File: src/rtl/packed_unpacked_arb.sv
// Round-robin burst arbiter: one requester at a time streams a fixed-length
// burst into a single registered output slot, then the block re-arbitrates.
module packed_unpacked_arb #(
    parameter int unsigned        NUM_REQ = 5,
    parameter int unsigned        DWIDTH  = 4,
    parameter logic [NUM_REQ-1:0] P_MASK  = '1,
    localparam int unsigned       IDW     = $clog2(NUM_REQ)
) (
    input  logic                           main_clk_i,
    input  logic                           main_rst_an_i,
    input  logic [NUM_REQ-1:0]             req_i,
    input  logic [NUM_REQ-1:0][DWIDTH-1:0] data_i,
    input  logic [2:0]                     len_i [NUM_REQ-1:0],
    output logic [NUM_REQ-1:0]             ack_o,
    output logic [NUM_REQ-1:0]             grant_o,
    output logic                           busy_o,
    output logic                           out_valid_o,
    output logic [DWIDTH-1:0]              out_data_o,
    output logic [IDW-1:0]                 out_id_o,
    output logic                           out_last_o,
    input  logic                           out_ready_i
);

    typedef enum logic {
        ST_IDLE,
        ST_BURST
    } state_t;

    state_t             state;
    // Holds the index of the most recent grant; equals the active requester during a burst.
    logic [IDW-1:0]     ptr;
    logic [2:0]         cnt;

    logic [NUM_REQ-1:0] elig;
    logic               slot_free;
    logic               beat_ack;
    logic               hi_found;
    logic               lo_found;
    logic [IDW-1:0]     hi_idx;
    logic [IDW-1:0]     lo_idx;
    logic [IDW-1:0]     sel;
    logic               sel_valid;
    logic [NUM_REQ-1:0] sel_onehot;

    assign elig      = req_i & P_MASK;
    assign slot_free = ~out_valid_o | out_ready_i;

    // Cyclic search from ptr+1: lowest eligible index above ptr wins, else lowest at/below ptr.
    always_comb begin
        hi_found = 1'b0;
        lo_found = 1'b0;
        hi_idx   = '0;
        lo_idx   = '0;
        for (int i = int'(NUM_REQ) - 1; i >= 0; i--) begin
            if (elig[i]) begin
                if (IDW'(i) > ptr) begin
                    hi_found = 1'b1;
                    hi_idx   = IDW'(i);
                end else begin
                    lo_found = 1'b1;
                    lo_idx   = IDW'(i);
                end
            end
        end
        sel       = hi_found ? hi_idx : lo_idx;
        sel_valid = hi_found | lo_found;
        sel_onehot      = '0;
        sel_onehot[sel] = 1'b1;
    end

    // Beat acceptance: granted requester asserting req while the output slot can take a beat.
    always_comb begin
        ack_o = '0;
        if (state == ST_BURST && req_i[ptr] && slot_free) begin
            ack_o[ptr] = 1'b1;
        end
    end

    assign beat_ack = |ack_o;

    // Arbitration FSM, beat counter and output register.
    always_ff @(posedge main_clk_i) begin
        if (!main_rst_an_i) begin
            state       <= ST_IDLE;
            ptr         <= IDW'(NUM_REQ - 1);
            cnt         <= '0;
            grant_o     <= '0;
            busy_o      <= 1'b0;
            out_valid_o <= 1'b0;
            out_data_o  <= '0;
            out_id_o    <= '0;
            out_last_o  <= 1'b0;
        end else begin
            // A new beat overwrites the slot; otherwise a drain empties it.
            if (beat_ack) begin
                out_valid_o <= 1'b1;
                out_data_o  <= data_i[ptr];
                out_id_o    <= ptr;
                out_last_o  <= (cnt == 3'd0);
            end else if (out_ready_i) begin
                out_valid_o <= 1'b0;
            end

            case (state)
                ST_IDLE: begin
                    if (sel_valid) begin
                        grant_o <= sel_onehot;
                        busy_o  <= 1'b1;
                        ptr     <= sel;
                        cnt     <= len_i[sel];
                        state   <= ST_BURST;
                    end
                end
                ST_BURST: begin
                    if (beat_ack) begin
                        cnt <= cnt - 3'd1;
                        if (cnt == 3'd0) begin
                            grant_o <= '0;
                            busy_o  <= 1'b0;
                            state   <= ST_IDLE;
                        end
                    end
                end
                default: begin
                    state <= ST_IDLE;
                end
            endcase
        end
    end

endmodule

File: config.mk
export PLATFORM = sky130hd
export DESIGN_NAME = packed_unpacked_arb
export DESIGN_NICKNAME = d
export VERILOG_FILES = /design/src/rtl/packed_unpacked_arb.sv
export SDC_FILE = /design/constraint.sdc
export NUM_CORES = 1
export LEC_CHECK = 0
export BUFFER_PORTS_ARGS = -buffer_cell sky130_fd_sc_hd__buf_2
export CAP_MARGIN = 20
export CORE_MARGIN = 3
export CORE_UTILIZATION = 43
export CTS_CLUSTER_SIZE = 24
export DETAILED_ROUTE_END_ITERATION = 12
export PLACE_DENSITY = 0.84
export SETUP_SLACK_MARGIN = 0.02
export SKIP_CTS_REPAIR_TIMING = 1
export SLEW_MARGIN = 20
export SYNTH_ARGS = -nofsm -noshare
export SYNTH_HDL_FRONTEND = slang
export SYNTH_SLANG_ARGS = --single-unit
File: constraint.sdc
create_clock -name main_clk_i -period 1.9 [get_ports main_clk_i]
set_clock_uncertainty 0.2 [all_clocks]
set_input_delay 0.285 -clock main_clk_i [delete_from_list [all_inputs] [get_ports main_clk_i]]
set_output_delay 0.285 -clock main_clk_i [all_outputs]
set_load 0.05 [all_outputs]
# Word level (Yosys, flattened, before mapping)
# Cells that the tools add are included.
# totals
output_inout_bits	20
ff_bits	22
word_cells	105
inputBits	43
# op_classes
eq_ne	3
n_addsub	1
bitwise	4
n_mux	69
n_lt_le_gt_ge	9
n_reduce_logical	10
# op_table
op	count
$mux 3	24
$mux 1	31
$mux 5	4
$bmux 4 s3	1
$pmux 5 s2	1
$bmux 3 s3	1
$lt 3x4->1 const B	2
$demux 1 s3	2
$ge 3x1->1 const B	2
$gt 1x3->1 const A	2
$gt 2x3->1 const A	2
$pmux 3 s2	1
$reduce_or 5->1	1
$logic_and 1x1->1	4
$mux 4	1
$ne 2x1->1 const B	2
$pmux 1 s2	2
$reduce_and 2->1	2
$bmux 1 s3	1
$gt 3x3->1 const A	1
$logic_not 3->1	1
$reduce_and 3->1	1
$sub 3x1->3 const B	1
$ne 2x2->1 const B	1
3 further kinds	5

# Logic depth before layout (Yosys ltp)
# Gate-level depths: netlist of the first run.
# logic_depth
ltp_word	18
depth_mapped	8
mapped_depth_nobuf	6

# Worst setup path before layout of the first run
# No wires, ideal clock.
# synth_path
kind	register to output
start	register ptr[1]
end	output port ack_o[2]
path_buffers	1
required_time_ps	1415
arrival_time_ps	2487
path_stages_with_launch	8
slack_ps	-1072
cell_sequence	dfxtp_1 -> buf_6 -> nor2_1 -> nand2_1 -> a21oi_1 -> o211a_1 -> nand2b_1 -> nor3b_1
# synth_via
elab_chain_len	5
elab_cells_between_ends	10
# synth_rtl
item	line_no	text
start: declaration	31	logic [IDW-1:0] ptr;
start signal: assignment	85	ptr <= IDW'(NUM_REQ - 1);
start signal: assignment	109	ptr <= sel;
$lt 3x4->1 (not written as such) (tied with other cells)	75	ack_o[ptr] = 1'b1;
$logic_and 1x1->1 (not written as such) or $mux 1 (tied branches)	75, 74	
$mux 1 (not written as such) or $logic_and 1x1->1 (tied branches)	75, 74	
$demux 1 s3 or $logic_and 1x1->1 (tied branches)	75, 74	
$mux 5 *	74	if (state == ST_BURST && req_i[ptr] && slot_free) begin
end: declaration	14	output logic [NUM_REQ-1:0] ack_o,
# Mark *: on every way between the ends. The rest lies on a longest branch, timed or not. The select of a mux whose other input is x is not followed.

# Worst setup path in the final report of the first run
# layout_path
start	register ptr[2]
end	output port ack_o[4]
# Same word-level chain as after synthesis.

==> results of run 1 <==
[stage by stage]
| step | setup WS, ns | setup TNS [ns] | power, mW | cells | area (µm²) |
|---|---|---|---|---|---|
| 2_1_floorplan | -0.3464 | -2.667 | 1.041 | 185 | 1543 |
| 3_3_place_gp | -0.3592 | -3.655 | 1.304 | 320 | 2155 |
| 3_5_place_dp | -0.3793 | -4.485 | 1.317 | 320 | 2155 |
| 4_1_cts | -0.7012 | -6.759 | 1.535 | 323 | 2177 |
| 5_1_grt | -0.6063 | -7.418 | 1.792 | 332 | 2445 |
| 6_report | -0.5353 | -5.970 | 1.695 | 332 | 2445 |
[cells in the mapped netlist (2+ instances only)]
master | number | share of area
o21bai_1 | 3 | 0.015
nand3_1 | 5 | 0.017
or3_1 | 2 | 0.0085
a31oi_1 | 2 | 0.0085
ha_1 | 2 | 0.017
mux2i_1 | 8 | 0.054
a22oi_1 | 3 | 0.015
o21ai_0 | 14 | 0.047
clkbuf_1 | 5 | 0.013
o31ai_1 | 3 | 0.015
nor3b_1 | 3 | 0.015
o211a_1 | 3 | 0.020
nor2_1 | 20 | 0.051
or2_2 | 2 | 0.0085
dfxtp_1 | 22 | 0.30
a21oi_1 | 12 | 0.041
a311oi_1 | 3 | 0.018
o211ai_1 | 2 | 0.010
buf_2 | 3 | 0.010
a221oi_1 | 2 | 0.012
nor2b_1 | 3 | 0.013
mux2_2 | 3 | 0.023
a211o_1 | 4 | 0.024
nor3_1 | 2 | 0.0068
a211oi_1 | 6 | 0.031
nand2_1 | 13 | 0.033
inv_1 | 9 | 0.023
nand2b_1 | 5 | 0.021
a32o_1 | 4 | 0.027
[worst max-delay path: stages (launching register included)]
cell and delay (ns):
dfxtp_4 0.41, and2b_1 0.20, a22oi_1 0.20, nor2_1 0.10, o211a_1 0.27, buf_6 0.15
nand3_4 0.09, clkinvlp_4 0.09, buf_8 0.15
[final cells by class]
class,count,area (µm²)
multi-input combinational,143,1134
clock buffer,3,22.52
tap,44,55.05
inverter,9,37.54
timing repair buffer,111,744.5
fill,221,708.2
sequential,22,451.7
[power breakdown]
group	internal, mW	switching, mW
Combinational	0.410	0.504
Clock	0.0742	0.146
Sequential	0.514	0.0460
[sequential cells by signal, indices dropped and copies added (netlist names)]
signal	flops
out_valid_o	1
out_id_o	3
state	1
grant_o	5
cnt	3
ptr	3
out_data_o	4
out_last_o	1
busy_o	1
[cell families (layout without fill, tap and decap cells)]
kind of cell	count (synthesis)	count (layout)	share of synthesized area
and+or+nand+nor	62	62	0.2110
AOI/OAI and AO/OA	67	67	0.3203
DFF	22	22	0.2983
adders and majority gates	2	2	0.01695
muxes	12	12	0.09237
buffers and inverters	20	123	0.06101
[worst paths after layout]
| path | startpoint | cells past startpoint | end |
|---|---|---|---|
| min | main_rst_an_i | 2 | ptr[2]$_SDFFE_PN1P_ |
| max | ptr[2]$_SDFFE_PN1P_ | 8 | ack_o[4] |
| max reg2reg | ptr[2]$_SDFFE_PN1P_ | 8 | cnt[2]$_SDFFE_PN0P_ |
| min reg2reg | out_id_o[2]$_SDFFE_PN0P_ | 2 | out_id_o[2]$_SDFFE_PN0P_ |
[routing by layer]
layer	global-route usage	up-vias
li1	-	902
met1	0.2418	849
met2	0.3737	72
met3	0.04333	14
met4	0.06860	0
met5	0	-
==> out/qor.yml, run 1 <==
drt-pass1-iter-count: 4
layout_commonest_cell: "buf_2"
cp_max_fo: 8
grt_pass1_vias: 1662
vias: 1837
r2r_slack_ns: -0.41
cts_sinks: 22
drt-met1-wl_um: 2131
final-hold-violation-count: 0
synth_edf_count: 0
ys.flop_type: "dfxtp_1"
synth-seq-cells: 22
start_util: 0.4683
rsz0062_at_grt: "yes"
dieArea_um2: 4173
max_freq_ghz: 0.4106
power.density_nw_per_um2: 693.1
met3_length_um: 318
grt_usage: 0.2071
die_height_um: 64.60
critical_path.endpoint_type: "output port"
crit_arrival_ns: 1.95
critPathKind: "flip-flop to output port"
postSynthCellCount: 185
numCtsBuffers: 3
place.gp.congestion: 0.9186
drive_above_1_share: 0.5417
port_buffers: 62
cts.path.max_buffers: 2
yosys.cell_types.count: 46
ant_nets: 0
async_reset_ff_frac: 0
synth_seq_area_share: 0.2983
peakVddDrop_v: 0.0005168
synth_nets: 230
violations: "setup timing"
ys.warnings.count: 0
top_layer_used: "met4"
fin_nets: 335
holdCritPathClass: "input pin to flip-flop"
cts_root_buffer: "clkbuf_4"
clk_latency_ns: 0.31
die_w_um: 64.60
worst_ep_required_time_ns: 1.41
area_growth_pct: 65.59
hold_ws_ns: 0.03786
routed_wl_um: 5238
fin_ws_ns: -0.5353
fin_crit_ns: 2.435
route.met2.wl_um: 2664
fin_crit_sh: 1.282
cts_tree: "built"
max_slew_margin: 0.7432
slew_violations: 0
synth_area_um2: 1476
grt_max_degree: 15
fp.coreArea_um2: 3153
layout_common_cells: "buf_2 (57), buf_4 (43), dfxtp_1 (19)"
cap_viol_max_count: 0
grt_pass1_wl_um: 6955
num_rows: 20
cts_max_level: 1
avgSynthCellArea_um2: 7.981
wl_per_cell_um: 15.78
final-setup-viol-count: 22
start_kind: "flip-flop"
antenna_cells: 0
final_core_util: 0.7754
remaining_drc_errors: 0
antenna_found_initial: 0
clk_pin_slew_worst_paths_ns: 0.13
via_per_inst: 5.533
p_leak_nw: 1.136
max_slew.worst_pin.slew_ns: 0.3842
gr-total-overflow: 0
status: "finished, violations left"
drt-initial-drc-count: 100
hpwl_um: 3531
ios: 63
No activity file was read; power rests on OpenSTA's default activity.
==> run 2, diff against run 1 <==
Settings changed: CORE_MARGIN 3 to unset.
==> run 2 against run 1 <==
Compared with the run above:
- the run still ends with setup timing left
- combinational power shrank 8.4%
- non-clock buffer count shrank 8
- utilization shrank 3.5 points
- power shrank 2.4%
- clock-buffer cell count grew 1
- critical path type is now flip-flop to flip-flop
- critical endpoint is now cnt[0]$_SDFFE_PN0P_
- largest power group unchanged
- highest routed layer unchanged
==> out/qor.yml, run 2 (synthesis results as in run 1) <==
slew_violations: 0  # unchanged
cap_viol_max_count: 0  # unchanged
drive_above_1_share: 0.5160  # -0.02565
layout_common_cells: "buf_2 (58), buf_4 (38), dfxtp_1 (19)"
worst_ep_required_time_ns: 1.92  # +0.51 ns
grt_pass1_wl_um: 6782  # -2.5%
final-hold-violation-count: 0  # unchanged
top_register: "grant_o"
grt_usage: 0.2456  # +0.03842
max_freq_ghz: 0.4308  # +4.9%
max_slew.worst_pin.slew_ns: 0.4512  # +0.06698 ns
cp_max_fo: 7  # -1
clk_pin_slew_worst_paths_ns: 0.12  # about the same
final-setup-viol-count: 14  # -36%
cts_root_buffer: "clkbuf_4"
num_rows: 20  # unchanged
grt_pass1_vias: 1606  # -3.4%
power.density_nw_per_um2: 708.7  # +2.2%
via_per_inst: 5.618  # +1.5%
p_leak_nw: 1.077  # -5.2%
place.gp.congestion: 0.8660  # -5.7%
max_slew_margin: 0.6950  # -0.04822
holdCritPathClass: "input pin to flip-flop"
antenna_found_initial: 0  # unchanged
placed_cell_area_um2: 2142  # -0.58%
peakVddDrop_v: 0.0005348  # +3.5%
fin_ws_ns: -0.4215  # +0.1138 ns
cts_sinks: 22  # unchanged
routed_wl_um: 4513  # -14%
start_util: 0.4683  # unchanged
violations: "setup timing"
fin_crit_ns: 2.321  # -0.1138 ns
reg_top3: "grant_o (5), out_data_o (4)"
dieArea_um2: 3672  # -12%
wl_per_cell_um: 13.89  # -12%
drt-initial-drc-count: 48  # -52%
antenna_cells: 0  # unchanged
numCtsBuffers: 3  # unchanged
hpwl_um: 3338  # -5.5%
fin_crit_sh: 1.222  # -0.05988
critPathKind: "flip-flop to flip-flop"
cts_tree: "built"
layout_commonest_cell: "buf_2"
cts.path.max_buffers: 2  # unchanged
drt-pass1-iter-count: 4  # unchanged
fp.coreArea_um2: 3153  # unchanged
cts_max_level: 1  # unchanged
fin_area_um2: 2335  # -4.5%
start_kind: "flip-flop"
gr-total-overflow: 0  # unchanged
status: "finished, violations left"
ios: 63  # unchanged
port_buffers: 62  # unchanged
die_height_um: 60.60  # -6.2%
die_w_um: 60.60  # -6.2%
clk_latency_ns: 0.31  # about the same
crit_arrival_ns: 2.35  # +0.40 ns
area_growth_pct: 58.14
finalSetupTns_ns: -3.863  # +2.107 ns
largest_register_ffs: 5  # unchanged
critical_path.endpoint_type: "flip-flop"
vias: 1826  # -0.60%
grt_max_degree: 13  # -2
remaining_drc_errors: 0  # unchanged
fin_nets: 327  # -2.4%
ant_nets: 0  # unchanged
final_core_util: 0.7405  # -0.03492
rsz0062_at_grt: "yes"
-- run 2: changes by cell type in the layout (fill, tap and decap cells not counted), sizes merged --
cell,change
clkbuf,+1
buf,-8
-- run 2: per-stage QoR --
step / setup WS (ns) / std cells / total power, mW / hold WS, ns
final: -0.4215 / 325 / 1.655 / 0.01198
after global routing: -0.5138 / 325 / 1.748 / 0.02348
after CTS: -0.6957 / 324 / 1.570 / 0.01248
after detailed placement: -0.3998 / 320 / 1.307 / 0.2551
after global placement: -0.3827 / 320 / 1.291 / 0.2476
after floorplan: -0.3464 / 185 / 1.041 / 0.1739
-- run 2: path summary, 6_finish.rpt --
check | from | end | slack [ns] | depth (start not counted)
setup / recovery | ptr[1]$_SDFFE_PN0P_ | cnt[0]$_SDFFE_PN0P_ | -0.42 | 7
hold / removal | main_rst_an_i | ptr[2]$_SDFFE_PN1P_ | 0.01 | 2
setup reg to reg | ptr[1]$_SDFFE_PN0P_ | cnt[0]$_SDFFE_PN0P_ | -0.42 | 7
hold reg to reg | out_id_o[2]$_SDFFE_PN0P_ | out_id_o[2]$_SDFFE_PN0P_ | 0.27 | 2
-- run 2: power breakdown --
group | internal (mW) | leakage, nW | switching, mW
registers | 0.514 | 0.182 | 0.0393
logic | 0.368 | 0.875 | 0.468
clock network | 0.117 | 0.0210 | 0.147
-- run 2: layout make-up --
class	count	area, µm²
inverter	9	37.54
timing repair buffer	103	654.4
fill	258	818.3
sequential	22	446.7
multi-input combinational	143	1105
clock buffer	4	36.28
tap	44	55.05
-- run 2: routing by layer --
metal	GRT usage	vias to the layer above	part of all wire
li1	-	887	-
met1	0.2932	857	0.40
met2	0.4474	73	0.51
met3	0.04051	9	0.070
met4	0.07792	0	0.017
met5	0	-	0
-- run 2: worst max-delay path, stage by stage (launching register included) --
cell     delay [ns]
dfxtp_4        0.39
buf_2          0.15
buf_4          0.14
or3_4          0.39
nand4_1        0.26
a21oi_1        0.13
a311o_1        0.36
o211a_1        0.21
==> run 3, diff against run 2 <==
Settings changed: CORE_MARGIN set to 2.
==> run 3 against run 2 <==
Compared with the run above:
- the flow still finishes with violations (setup timing)
- final cell count is 4.3% higher
- first-iteration DRC count grew to 2.5 times the previous value
- global-route usage is 2.1 points lower
- combinational power is 19% higher
- clock-buffer cell count stayed put
- worst setup slack worse by 0.043 ns
- wire length is 15% higher
- power is 9.6% higher
- sequential share of layout area is 1.8 points lower
- clock power hardly changed
- hold slack better by 0.046 ns
- via count is 4.9% higher
- critical path type is now flip-flop to output port
- largest power group unchanged
- highest routed layer unchanged
==> out/qor.yml, run 3 (synthesis results as in run 1) <==
crit_slowest_cell: "dfxtp_4"
antenna_cells: 0  # unchanged
port_buffers: 62  # unchanged
start_kind: "flip-flop"
numCtsBuffers: 3  # unchanged
power.density_nw_per_um2: 701.3  # -1.0%
routed_wl_um: 5192  # +15%
violations: "setup timing"
die_height_um: 62.60  # +3.3%
antenna_found_initial: 0  # unchanged
vias: 1915  # +4.9%
ant_nets: 0  # unchanged
cts_root_buffer: "clkbuf_4"
drt-pass1-iter-count: 4  # unchanged
largest_register_ffs: 5  # unchanged
layout_common_cells: "buf_2 (57), buf_4 (41), dfxtp_1 (19)"
fin_crit_ns: 2.365  # +0.04327 ns
drive_above_1_share: 0.5836  # +0.06760
final-hold-violation-count: 0  # unchanged
nFillCells: 228  # -12%
hp-start: "main_rst_an_i"
r2r_start: "ptr[1]$_SDFFE_PN0P_"
clk_pin_slew_worst_paths_ns: 0.12  # about the same
status: "finished, violations left"
die_w_um: 62.60  # +3.3%
grt_pass1_wl_um: 7224  # +6.5%
area_growth_pct: 75.08
cap_viol_max_count: 0  # unchanged
cp_num_buf_inv: 3  # +1
start_util: 0.4460  # -0.02230
cts.path.max_buffers: 2  # unchanged
cts_tree: "built"
max_stage_delay_ns: 0.40  # about the same
max_slew_margin: 0.7180  # +0.02306
place.gp.congestion: 0.9285  # +7.2%
remaining_drc_errors: 0  # unchanged
worstHoldEndpoint: "out_data_o[3]$_SDFFE_PN0P_"
fp.coreArea_um2: 3311  # +5.0%
dp_slack_ns: -0.3680  # +0.03180 ns
r2r_slack_ns: -0.38  # +0.04 ns
reg_top3: "grant_o (5), out_data_o (4)"
fin_nets: 339  # +3.7%
final-setup-viol-count: 16  # +2
fin_area_um2: 2585  # +11%
grt_pass1_vias: 1675  # +4.3%
power_mw: 1.813  # +9.6%
cts_sinks: 22  # unchanged
via_per_inst: 5.649  # +0.54%
cp_max_fo: 6  # -1
path_delay_family: "compound AO/OA/AOI/OAI gates"
wl_per_cell_um: 15.32  # +10%
fin_crit_sh: 1.245  # +0.02277
grt_usage: 0.2244  # -0.02117
whs_path_depth: 2  # unchanged
dieArea_um2: 3918  # +6.7%
critical_path.endpoint_type: "output port"
top_register: "grant_o"
drt-initial-drc-count: 122  # +150%
holdCritPathClass: "input pin to flip-flop"
r2r_cells: 8  # +1
rsz0062_at_grt: "yes"
gr-total-overflow: 0  # unchanged
grt_max_degree: 15  # +2
placed_cell_area_um2: 2182  # +1.9%
max_slew.worst_pin.slew_ns: 0.4221  # -0.02915 ns
slew_violations: 0  # unchanged
num_rows: 21  # +5.0%
hpwl_um: 3507  # +5.1%
ios: 63  # unchanged
clk_latency_ns: 0.32  # about the same
worst_ep_required_time_ns: 1.41  # -0.51 ns
p_leak_nw: 1.180  # +9.6%
hold_ws_ns: 0.05760  # +0.04562 ns
worstPathCellList: "and2b_1 > a22oi_2 > nor2_2 > o211a_4 > buf_4 > nand3_4 > clkinvlp_4 > buf_8"
critPathKind: "flip-flop to output port"
max_freq_ghz: 0.4229  # -1.8%
crit_arrival_ns: 1.88  # -0.47 ns
fin_ws_ns: -0.4648  # -0.04327 ns
rr_endpoint: "cnt[1]$_SDFFE_PN0P_"
cts_max_level: 1  # unchanged
peakVddDrop_v: 0.0006149  # +15%
layout_commonest_cell: "buf_2"
run 3: cell types whose count changed in the layout (fill, tap and decap cells not counted), sizes merged:
| cell | previous run | this run |
|---|---|---|
| buf | 103 | 115 |
run 3: per-stage QoR:
| step | setup TNS (ns) | instances | utilization |
|---|---|---|---|
| 6_report | -4.071 | 339 | 0.7808 |
| 3_3_place_gp | -3.939 | 327 | 0.6591 |
| 5_1_grt | -5.369 | 339 | 0.7808 |
| 3_5_place_dp | -4.705 | 327 | 0.6591 |
| 2_1_floorplan | -2.667 | 185 | - |
| 4_1_cts | -6.599 | 331 | 0.6701 |
run 3: final cells by class:
type / count / area, µm² / area share
Multi-Input combinational cell: 143 / 1212 / 0.4690
Timing Repair Buffer: 115 / 792.0 / 0.3064
Sequential cell: 22 / 449.2 / 0.1738
Tap cell: 46 / 57.56 / 0.02227
Inverter: 9 / 37.54 / 0.01452
Clock buffer: 4 / 36.28 / 0.01404
run 3: worst max path at each step:
stage / startpoint / end / slack, ns / depth (start not counted)
after floorplan: ptr[1]$_SDFFE_PN0P_ / ack_o[1] / -0.35 / 7
after global placement: req_i[1] / cnt[1]$_SDFFE_PN0P_ / -0.33 / 8
after detailed placement: req_i[1] / cnt[2]$_SDFFE_PN0P_ / -0.37 / 8
after CTS: ptr[1]$_SDFFE_PN0P_ / ack_o[1] / -0.70 / 7
after global routing: ptr[2]$_SDFFE_PN1P_ / ack_o[4] / -0.55 / 8
final: ptr[1]$_SDFFE_PN0P_ / ack_o[4] / -0.46 / 8
run 3: report_power, final:
part	total, mW	switching (mW)	internal, mW
clock	0.263	0.146	0.117
combinational	0.999	0.537	0.462
sequential	0.550	0.0360	0.514
total	1.81	0.719	1.09
run 3: routing by layer:
metal | track usage | wire, µm | vias to the layer above
li1 | - | - | 910
met1 | 0.2685 | 2039 | 895
met2 | 0.4019 | 2616 | 94
met3 | 0.05045 | 371 | 16
met4 | 0.06111 | 165 | 0
met5 | 0 | 0 | -
